$ cat src/rtl/maze_ctrl_pkg.sv
// Shared types and constants for the maze game controller.
package maze_ctrl_pkg;

    // Top-level game FSM states. The encoding is visible on o_State.
    typedef enum logic [2:0] {
        ST_IDLE     = 3'd0,
        ST_WAIT     = 3'd1,
        ST_CHECK    = 3'd2,
        ST_RESOLVE  = 3'd3,
        ST_MOVE     = 3'd4,
        ST_LV_CHECK = 3'd5,
        ST_DONE     = 3'd6
    } state_e;

    // Direction codes held in the pending register.
    typedef enum logic [1:0] {
        DIR_LEFT  = 2'd0,
        DIR_UP    = 2'd1,
        DIR_DOWN  = 2'd2,
        DIR_RIGHT = 2'd3
    } dir_e;

    // Tile every level starts on.
    localparam int START_X = 1;
    localparam int START_Y = 1;

    // Key bits are {L,U,D,R}; when several are pressed together the
    // leftmost bit wins. Callers only use the result when keys != 0.
    function automatic dir_e dir_prio(input logic [3:0] keys);
        if (keys[3])      return DIR_LEFT;
        else if (keys[2]) return DIR_UP;
        else if (keys[1]) return DIR_DOWN;
        else              return DIR_RIGHT;
    endfunction

endpackage

$ cat src/rtl/maze_ctrl_if.sv
// Map/level ROM port of the maze controller.
// The read port is a strobe with no back-pressure: o_MapRdEn is high for
// one cycle with o_MapX/o_MapY valid, and the ROM returns i_MapWall for
// that address on the following cycle. i_GoalX/i_GoalY are the goal tile
// of the level currently shown on o_Level and are treated as static.
interface maze_ctrl_if #(
    parameter int X_W = 6,
    parameter int Y_W = 5
);
    logic           o_MapRdEn;
    logic [X_W-1:0] o_MapX;
    logic [Y_W-1:0] o_MapY;
    logic           i_MapWall;
    logic [X_W-1:0] i_GoalX;
    logic [Y_W-1:0] i_GoalY;

    modport master (
        output o_MapRdEn, o_MapX, o_MapY,
        input  i_MapWall, i_GoalX, i_GoalY
    );

    modport slave (
        input  o_MapRdEn, o_MapX, o_MapY,
        output i_MapWall, i_GoalX, i_GoalY
    );
endinterface

$ cat src/rtl/maze_ctrl_dir_latch.sv
// Direction intake: priority-encodes a key request and keeps it in a
// single-entry pending register until the game FSM consumes it.
module maze_dir_latch
    import maze_ctrl_pkg::*;
(
    input  logic       i_Clk,
    input  logic       i_Rst,
    input  logic [3:0] i_Dir,
    input  logic       i_Wr,
    input  logic       i_Consume,
    input  logic       i_Clr,
    output logic       o_Valid,
    output dir_e       o_Code
);

    logic valid_q, valid_d;
    dir_e code_q, code_d;

    // Clear beats a new write; a write in the consume cycle becomes the
    // next pending entry instead of being lost.
    always_comb begin
        valid_d = valid_q;
        code_d  = code_q;
        if (i_Clr) begin
            valid_d = 1'b0;
        end else if (i_Wr) begin
            valid_d = 1'b1;
            code_d  = dir_prio(i_Dir);
        end else if (i_Consume) begin
            valid_d = 1'b0;
        end
    end

    // Pending register.
    always_ff @(posedge i_Clk or negedge i_Rst) begin
        if (!i_Rst) begin
            valid_q <= 1'b0;
            code_q  <= DIR_LEFT;
        end else begin
            valid_q <= valid_d;
            code_q  <= code_d;
        end
    end

    assign o_Valid = valid_q;
    assign o_Code  = code_q;

endmodule

$ cat src/rtl/maze_ctrl.sv
// Maze game controller: level, player position, move counter and
// completion detection, with walls read through a 1-cycle map ROM port.
module maze_ctrl
    import maze_ctrl_pkg::*;
#(
    parameter int COLS     = 40,
    parameter int ROWS     = 30,
    parameter int N_LEVELS = 3,
    parameter int X_W      = 6,
    parameter int Y_W      = 5,
    parameter int LV_W     = 2,
    parameter int MC_W     = 10
) (
    input  logic            i_Clk,
    input  logic            i_Rst,
    input  logic            i_Start,
    input  logic [3:0]      i_Dir,
    input  logic            i_DirValid,
    input  logic            i_FrameDone,
    maze_ctrl_if.master     map_bus,
    output logic [LV_W-1:0] o_Level,
    output logic [X_W-1:0]  o_PlayerX,
    output logic [Y_W-1:0]  o_PlayerY,
    output logic [MC_W-1:0] o_MoveCount,
    output logic [2:0]      o_State,
    output logic            o_Running,
    output logic            o_LevelDone,
    output logic            o_GameDone
);

    // Bounds in the one-bit-wider target arithmetic.
    localparam logic [X_W:0] COLS_LIM = (X_W + 1)'(COLS);
    localparam logic [Y_W:0] ROWS_LIM = (Y_W + 1)'(ROWS);

    state_e            state_q, state_d;
    logic [LV_W-1:0]   level_q, level_d;
    logic [X_W-1:0]    px_q, px_d;
    logic [Y_W-1:0]    py_q, py_d;
    logic [MC_W-1:0]   mc_q, mc_d;
    logic [X_W-1:0]    map_x_q, map_x_d;
    logic [Y_W-1:0]    map_y_q, map_y_d;
    logic              rd_en_q, rd_en_d;
    logic              oob_q, oob_d;
    logic              lvl_done_q, lvl_done_d;
    logic              game_done_q, game_done_d;

    logic              intake_en, dl_wr, dl_consume, dl_clr;
    logic              pend_valid;
    dir_e              pend_code;
    logic [X_W:0]      tgt_x;
    logic [Y_W:0]      tgt_y;
    logic              tgt_oob;

    assign intake_en = (state_q != ST_IDLE) && (state_q != ST_DONE);
    assign dl_wr     = intake_en && i_DirValid && (i_Dir != 4'b0000);

    maze_dir_latch u_dir_latch (
        .i_Clk     (i_Clk),
        .i_Rst     (i_Rst),
        .i_Dir     (i_Dir),
        .i_Wr      (dl_wr),
        .i_Consume (dl_consume),
        .i_Clr     (dl_clr),
        .o_Valid   (pend_valid),
        .o_Code    (pend_code)
    );

    // Neighbour tile for the pending direction. Stepping left/up from 0
    // wraps to all-ones in the widened value, so one bound check covers
    // both edges without any wrap-around onto the far side of the map.
    always_comb begin
        tgt_x = {1'b0, px_q};
        tgt_y = {1'b0, py_q};
        unique case (pend_code)
            DIR_LEFT:  tgt_x = {1'b0, px_q} - (X_W + 1)'(1);
            DIR_UP:    tgt_y = {1'b0, py_q} - (Y_W + 1)'(1);
            DIR_DOWN:  tgt_y = {1'b0, py_q} + (Y_W + 1)'(1);
            DIR_RIGHT: tgt_x = {1'b0, px_q} + (X_W + 1)'(1);
        endcase
        tgt_oob = (tgt_x >= COLS_LIM) || (tgt_y >= ROWS_LIM);
    end

    // Game FSM next state and registered outputs.
    always_comb begin
        state_d     = state_q;
        level_d     = level_q;
        px_d        = px_q;
        py_d        = py_q;
        mc_d        = mc_q;
        map_x_d     = map_x_q;
        map_y_d     = map_y_q;
        oob_d       = oob_q;
        rd_en_d     = 1'b0;
        lvl_done_d  = 1'b0;
        game_done_d = 1'b0;
        dl_consume  = 1'b0;
        dl_clr      = 1'b0;
        case (state_q)
            ST_IDLE, ST_DONE: begin
                if (i_Start) begin
                    state_d = ST_WAIT;
                    level_d = '0;
                    px_d    = X_W'(START_X);
                    py_d    = Y_W'(START_Y);
                    mc_d    = '0;
                    dl_clr  = 1'b1;
                end
            end
            ST_WAIT: begin
                if (i_FrameDone && pend_valid) begin
                    dl_consume = 1'b1;
                    map_x_d    = tgt_x[X_W-1:0];
                    map_y_d    = tgt_y[Y_W-1:0];
                    oob_d      = tgt_oob;
                    rd_en_d    = !tgt_oob;
                    state_d    = ST_CHECK;
                end
            end
            ST_CHECK: begin
                state_d = ST_RESOLVE;
            end
            ST_RESOLVE: begin
                if (oob_q || map_bus.i_MapWall) state_d = ST_WAIT;
                else                            state_d = ST_MOVE;
            end
            ST_MOVE: begin
                px_d    = map_x_q;
                py_d    = map_y_q;
                if (mc_q != '1) mc_d = mc_q + MC_W'(1);
                state_d = ST_LV_CHECK;
            end
            ST_LV_CHECK: begin
                state_d = ST_WAIT;
                if ((px_q == map_bus.i_GoalX) && (py_q == map_bus.i_GoalY)) begin
                    if (level_q == LV_W'(N_LEVELS - 1)) begin
                        game_done_d = 1'b1;
                        state_d     = ST_DONE;
                    end else begin
                        level_d    = level_q + LV_W'(1);
                        px_d       = X_W'(START_X);
                        py_d       = Y_W'(START_Y);
                        dl_clr     = 1'b1;
                        lvl_done_d = 1'b1;
                    end
                end
            end
            default: state_d = ST_IDLE;
        endcase
    end

    // State and output registers.
    always_ff @(posedge i_Clk or negedge i_Rst) begin
        if (!i_Rst) begin
            state_q     <= ST_IDLE;
            level_q     <= '0;
            px_q        <= '0;
            py_q        <= '0;
            mc_q        <= '0;
            map_x_q     <= '0;
            map_y_q     <= '0;
            rd_en_q     <= 1'b0;
            oob_q       <= 1'b0;
            lvl_done_q  <= 1'b0;
            game_done_q <= 1'b0;
        end else begin
            state_q     <= state_d;
            level_q     <= level_d;
            px_q        <= px_d;
            py_q        <= py_d;
            mc_q        <= mc_d;
            map_x_q     <= map_x_d;
            map_y_q     <= map_y_d;
            rd_en_q     <= rd_en_d;
            oob_q       <= oob_d;
            lvl_done_q  <= lvl_done_d;
            game_done_q <= game_done_d;
        end
    end

    assign map_bus.o_MapRdEn = rd_en_q;
    assign map_bus.o_MapX    = map_x_q;
    assign map_bus.o_MapY    = map_y_q;
    assign o_Level           = level_q;
    assign o_PlayerX         = px_q;
    assign o_PlayerY         = py_q;
    assign o_MoveCount       = mc_q;
    assign o_State           = state_q;
    assign o_Running         = intake_en;
    assign o_LevelDone       = lvl_done_q;
    assign o_GameDone        = game_done_q;

endmodule
$ cat src/flat_wrapper.sv
// flat-port wrapper written by rule: the top's interface ports become plain ports
module maze_ctrl_flat import maze_ctrl_pkg::*;
#(
    parameter int COLS     = 40,
    parameter int ROWS     = 30,
    parameter int N_LEVELS = 3,
    parameter int X_W      = 6,
    parameter int Y_W      = 5,
    parameter int LV_W     = 2,
    parameter int MC_W     = 10
)
  (i_Clk, i_Rst, i_Start, i_Dir, i_DirValid, i_FrameDone, o_Level, o_PlayerX, o_PlayerY, o_MoveCount, o_State, o_Running, o_LevelDone, o_GameDone, map_bus_o_MapRdEn, map_bus_o_MapX, map_bus_o_MapY, map_bus_i_MapWall, map_bus_i_GoalX, map_bus_i_GoalY);
  maze_ctrl_if #(.X_W(X_W), .Y_W(Y_W)) map_bus_i ();
  input  logic i_Clk;
  input  logic i_Rst;
  input  logic i_Start;
  input  logic [3:0] i_Dir;
  input  logic i_DirValid;
  input  logic i_FrameDone;
  output logic [LV_W-1:0] o_Level;
  output logic [X_W-1:0] o_PlayerX;
  output logic [Y_W-1:0] o_PlayerY;
  output logic [MC_W-1:0] o_MoveCount;
  output logic [2:0] o_State;
  output logic o_Running;
  output logic o_LevelDone;
  output logic o_GameDone;
  output wire logic [$bits(map_bus_i.o_MapRdEn)-1:0] map_bus_o_MapRdEn;
  output wire logic [$bits(map_bus_i.o_MapX)-1:0] map_bus_o_MapX;
  output wire logic [$bits(map_bus_i.o_MapY)-1:0] map_bus_o_MapY;
  input wire logic [$bits(map_bus_i.i_MapWall)-1:0] map_bus_i_MapWall;
  input wire logic [$bits(map_bus_i.i_GoalX)-1:0] map_bus_i_GoalX;
  input wire logic [$bits(map_bus_i.i_GoalY)-1:0] map_bus_i_GoalY;
  assign map_bus_o_MapRdEn = map_bus_i.o_MapRdEn;
  assign map_bus_o_MapX = map_bus_i.o_MapX;
  assign map_bus_o_MapY = map_bus_i.o_MapY;
  assign map_bus_i.i_MapWall = map_bus_i_MapWall;
  assign map_bus_i.i_GoalX = map_bus_i_GoalX;
  assign map_bus_i.i_GoalY = map_bus_i_GoalY;
  maze_ctrl #(.COLS(COLS), .ROWS(ROWS), .N_LEVELS(N_LEVELS), .X_W(X_W), .Y_W(Y_W), .LV_W(LV_W), .MC_W(MC_W)) u_core (.i_Clk(i_Clk), .i_Rst(i_Rst), .i_Start(i_Start), .i_Dir(i_Dir), .i_DirValid(i_DirValid), .i_FrameDone(i_FrameDone), .map_bus(map_bus_i), .o_Level(o_Level), .o_PlayerX(o_PlayerX), .o_PlayerY(o_PlayerY), .o_MoveCount(o_MoveCount), .o_State(o_State), .o_Running(o_Running), .o_LevelDone(o_LevelDone), .o_GameDone(o_GameDone));
endmodule
$ cat config.mk
export PLATFORM = sky130hd
export DESIGN_NAME = maze_ctrl_flat
export DESIGN_NICKNAME = d
export VERILOG_FILES = /design/src/rtl/maze_ctrl_pkg.sv /design/src/rtl/maze_ctrl_if.sv /design/src/rtl/maze_ctrl_dir_latch.sv /design/src/rtl/maze_ctrl.sv /design/src/flat_wrapper.sv
export SDC_FILE = /design/constraint.sdc
export NUM_CORES = 1
export LEC_CHECK = 0
export ABC_CLOCK_PERIOD_IN_PS = 4100
export BUFFER_PORTS_ARGS = -buffer_cell sky130_fd_sc_hd__buf_2
export CORE_MARGIN = 2
export CORE_UTILIZATION = 45
export CTS_CLUSTER_SIZE = 10
export DETAILED_ROUTE_END_ITERATION = 8
export MAX_ROUTING_LAYER = met4
export PLACE_DENSITY = 0.67
export SYNTH_ARGS = -nofsm -noshare
export SYNTH_HDL_FRONTEND = slang
export SYNTH_HIERARCHICAL = 1
export SYNTH_SLANG_ARGS = --single-unit
$ cat constraint.sdc
create_clock -name i_Clk -period 4.1 [get_ports i_Clk]
set_input_delay 0.82 -clock i_Clk [delete_from_list [all_inputs] [get_ports i_Clk]]
set_output_delay 0.82 -clock i_Clk [all_outputs]
set_load 0.01 [all_outputs]
==> results.md <==
- Clock tree from TritonCTS: done
- DR vias/cell: around 5.8
- Hold WS: 0.5247 ns
- Count of warnings emitted by yosys: 6
- Ranking of synthesized cells by area: dfrtp_1, ha_1, nor2_1
- Final HPWL DP: 4.951 mm
- ANT cells: 0
- CP startpoint kind: flip-flop
- CTS root buf: clkbuf_8
- Post-synth EDFFs: 0
- Mapped Nets: 329
- Total Die Area: 6791 um^2
- Clk Latency, worst-skew pair: 0.29 ns
- Area delta synth->final: 16.73%
- WL final: roughly 7 mm
- Layout cells sized above 1: between 20% and 30%
- Power, Total: 2.319 mW
- H-tree levels: 2
- Setup TNS: 0 ns
- Commonest non-fill, non-tap cell in the layout: buf_2
- Pwr Density: 718.0 nW/um^2
- Post-synth top flop: dfrtp_1
- Type of destination of the critical path: flip-flop
- Setup repair bufs after CTS: 0
- Largest area contributor in the netlist: dfrtp_1
- Count of final setup violators: 0
- Grt total ovfl: 0
- Vias in the first global route: approximately 2300
- Starting Density: 46.72%
- Via Count: 2461
- Hold WC Path Type: flip-flop to flip-flop
- Setup Skew: 0.009740 ns
- Pins over their slew limit: 0
- Worst slew pin tran: 1.076 ns
- Yosys cell types: between 50 and 60
- IO buf count: between 60 and 70
- Wire per inst: between 15 and 20 um
- Clk slew on worst S/H paths: 0.09 ns
- Crit Path Category: flip-flop to flip-flop
- # hold bufs at CTS: 0
- Drt pass-1 iters: 4
- Crit path time final: 2.651 ns
- Resized cells post-CTS: 0
- Largest net degree at the start of global routing: 45
- Die height: 82.41 um
- Arrival @ worst endpoint: 2.84 ns
- Yosys reg bits: 44
- Avg Cell Area, Syn: between 9 and 10 um^2
- Longest Clk Path Bufs: 2
- TritonCTS Buffers: 5
- Pleak: 1.574 nW
- Core area: 5921 um^2
- Tot GR Track Use: 21.83%
- Final antenna-violating net count: 0
- Tcrit/Tclk final: approximately 65%
- Fmax: 0.3772 GHz
- GPL Wtd Cong: just under 0.9
- Filler Cell Count: ~550
- Crit Path Max Fanout: 24
- Synthesized cell area: approximately 2800 um^2
- DRC: 0
- Io pins: 62
- Std cell rows: 28
- Die width: 82.41 um
- Max-cap viol count: 0
- First-pass GRT wire length: 10.98 mm
- Status: finished clean
- Clk sinks: 44
- Post-synthesis sequential area ratio: about two fifths
- VDD IR max: 0.2923 mV
- Share of the synthesized area in the top cell type: 39.80%
- Initial DRC count: 107
- Critical Path RT: around 4.3 ns
- Final #Nets: 387
- Async SR Flop Fraction: 100.0%
- RSZ-0062 raised after global routing: no
- Commonest non-fill, non-tap cells in the layout: buf_2, dfrtp_1, nor2_1
- Final hold vios: 0
- Post-synthesis instance total: 292
- Slew margin rel.: 27.74%
- Initial antenna violation count: 0
-- state kept, by name (all words and copies together) (netlist names), 2 cells and up --
register,count
u_core/o_Level,2
u_core/o_MoveCount,10
u_core/map_bus.o_MapY,5
u_core/map_bus.o_MapX,6
u_core/o_PlayerX,6
u_core/u_dir_latch/o_Code,2
u_core/o_PlayerY,5
u_core/o_State,3
-- logic make-up (layout without fill, tap and decap cells) --
family | after synthesis | in the layout | share of synthesized area (%)
flip-flops | 44 | 44 | 39.80
multiplexers | 9 | 9 | 3.573
adder cells (fa/ha/maj) | 16 | 16 | 7.779
AO/OA/AOI/OAI | 68 | 68 | 17.37
buffers and inverters | 24 | 83 | 3.483
XOR/XNOR | 21 | 21 | 6.648
AND/OR/NAND/NOR | 110 | 110 | 21.35
-- metrics by stage --
step,utilization [%],setup WS (ns),instances,cell area (um^2)
finish,54.54,1.449,426,3229
global placement,52.73,1.406,418,3122
floorplan,-,1.718,292,2766
global route,54.54,1.246,426,3229
detailed placement,52.73,1.364,418,3122
CTS,54.54,1.485,426,3229
-- path summary, 6_finish.rpt --
check	from	to	slack, ns	cells past startpoint
max	u_core/u_dir_latch/o_Code[1]	u_core/map_bus.o_MapRdEn	1.45	5
min	u_core/o_Level[0]	u_core/o_Level[0]	0.52	1
max reg2reg	u_core/u_dir_latch/o_Code[1]	u_core/map_bus.o_MapRdEn	1.45	5
min reg2reg	u_core/o_Level[0]	u_core/o_Level[0]	0.52	1
max in group asynchronous	i_Rst	u_core/o_PlayerX[0]	2.82	1
min in group asynchronous	i_Rst	u_core/map_bus.o_MapX[1]	0.68	1
-- cell type report --
type | instances | area (um^2) | area share (%)
flip-flops and latches | 44 | 1101 | 34.10
repair buffers | 61 | 305.3 | 9.454
clock buffers | 6 | 72.57 | 2.247
multi-input cells | 224 | 1569 | 48.59
well taps | 75 | 93.84 | 2.906
clock inverters | 2 | 35.03 | 1.085
inverters | 14 | 52.55 | 1.627
-- report_power, final --
group / total [mW] / leakage [nW] / switching (mW) / internal, mW
clock: 0.329 / 0.0552 / 0.148 / 0.181
combinational: 1.28 / 0.946 / 0.753 / 0.530
sequential: 0.706 / 0.573 / 0.156 / 0.550
-- worst max-delay path, cell delays in order, from the launching register on --
cell and delay (ns):
dfrtp_1 0.41, ha_1 0.79, clkinv_1 0.50, o31ai_1 0.47
o32ai_1 0.19, and3_1 0.18
-- Yosys cell counts, types with 3 or more instances --
library cell / count
a21o_1: 4
a21oi_1: 16
a22o_1: 9
a31oi_1: 5
buf_2: 5
clkbuf_1: 5
dfrtp_1: 44
ha_1: 14
inv_1: 13
mux2_2: 7
nand2_1: 27
nand2b_1: 4
nand3_1: 7
nand4_1: 5
nor2_1: 30
nor2b_1: 5
nor3_1: 11
nor4_1: 3
o211ai_1: 3
o21ai_0: 8
o31ai_1: 3
xnor2_1: 10
xor2_1: 11
-- routing by layer --
metal	wire length [um]	GRT usage (%)	up-vias
met5	0	-	-
met4	66	5.500	0
met3	367	3.804	4
met2	3188	33.23	78
met1	3231	30.29	1200
li1	-	-	1179
Power figures use the tool's default switching activity.
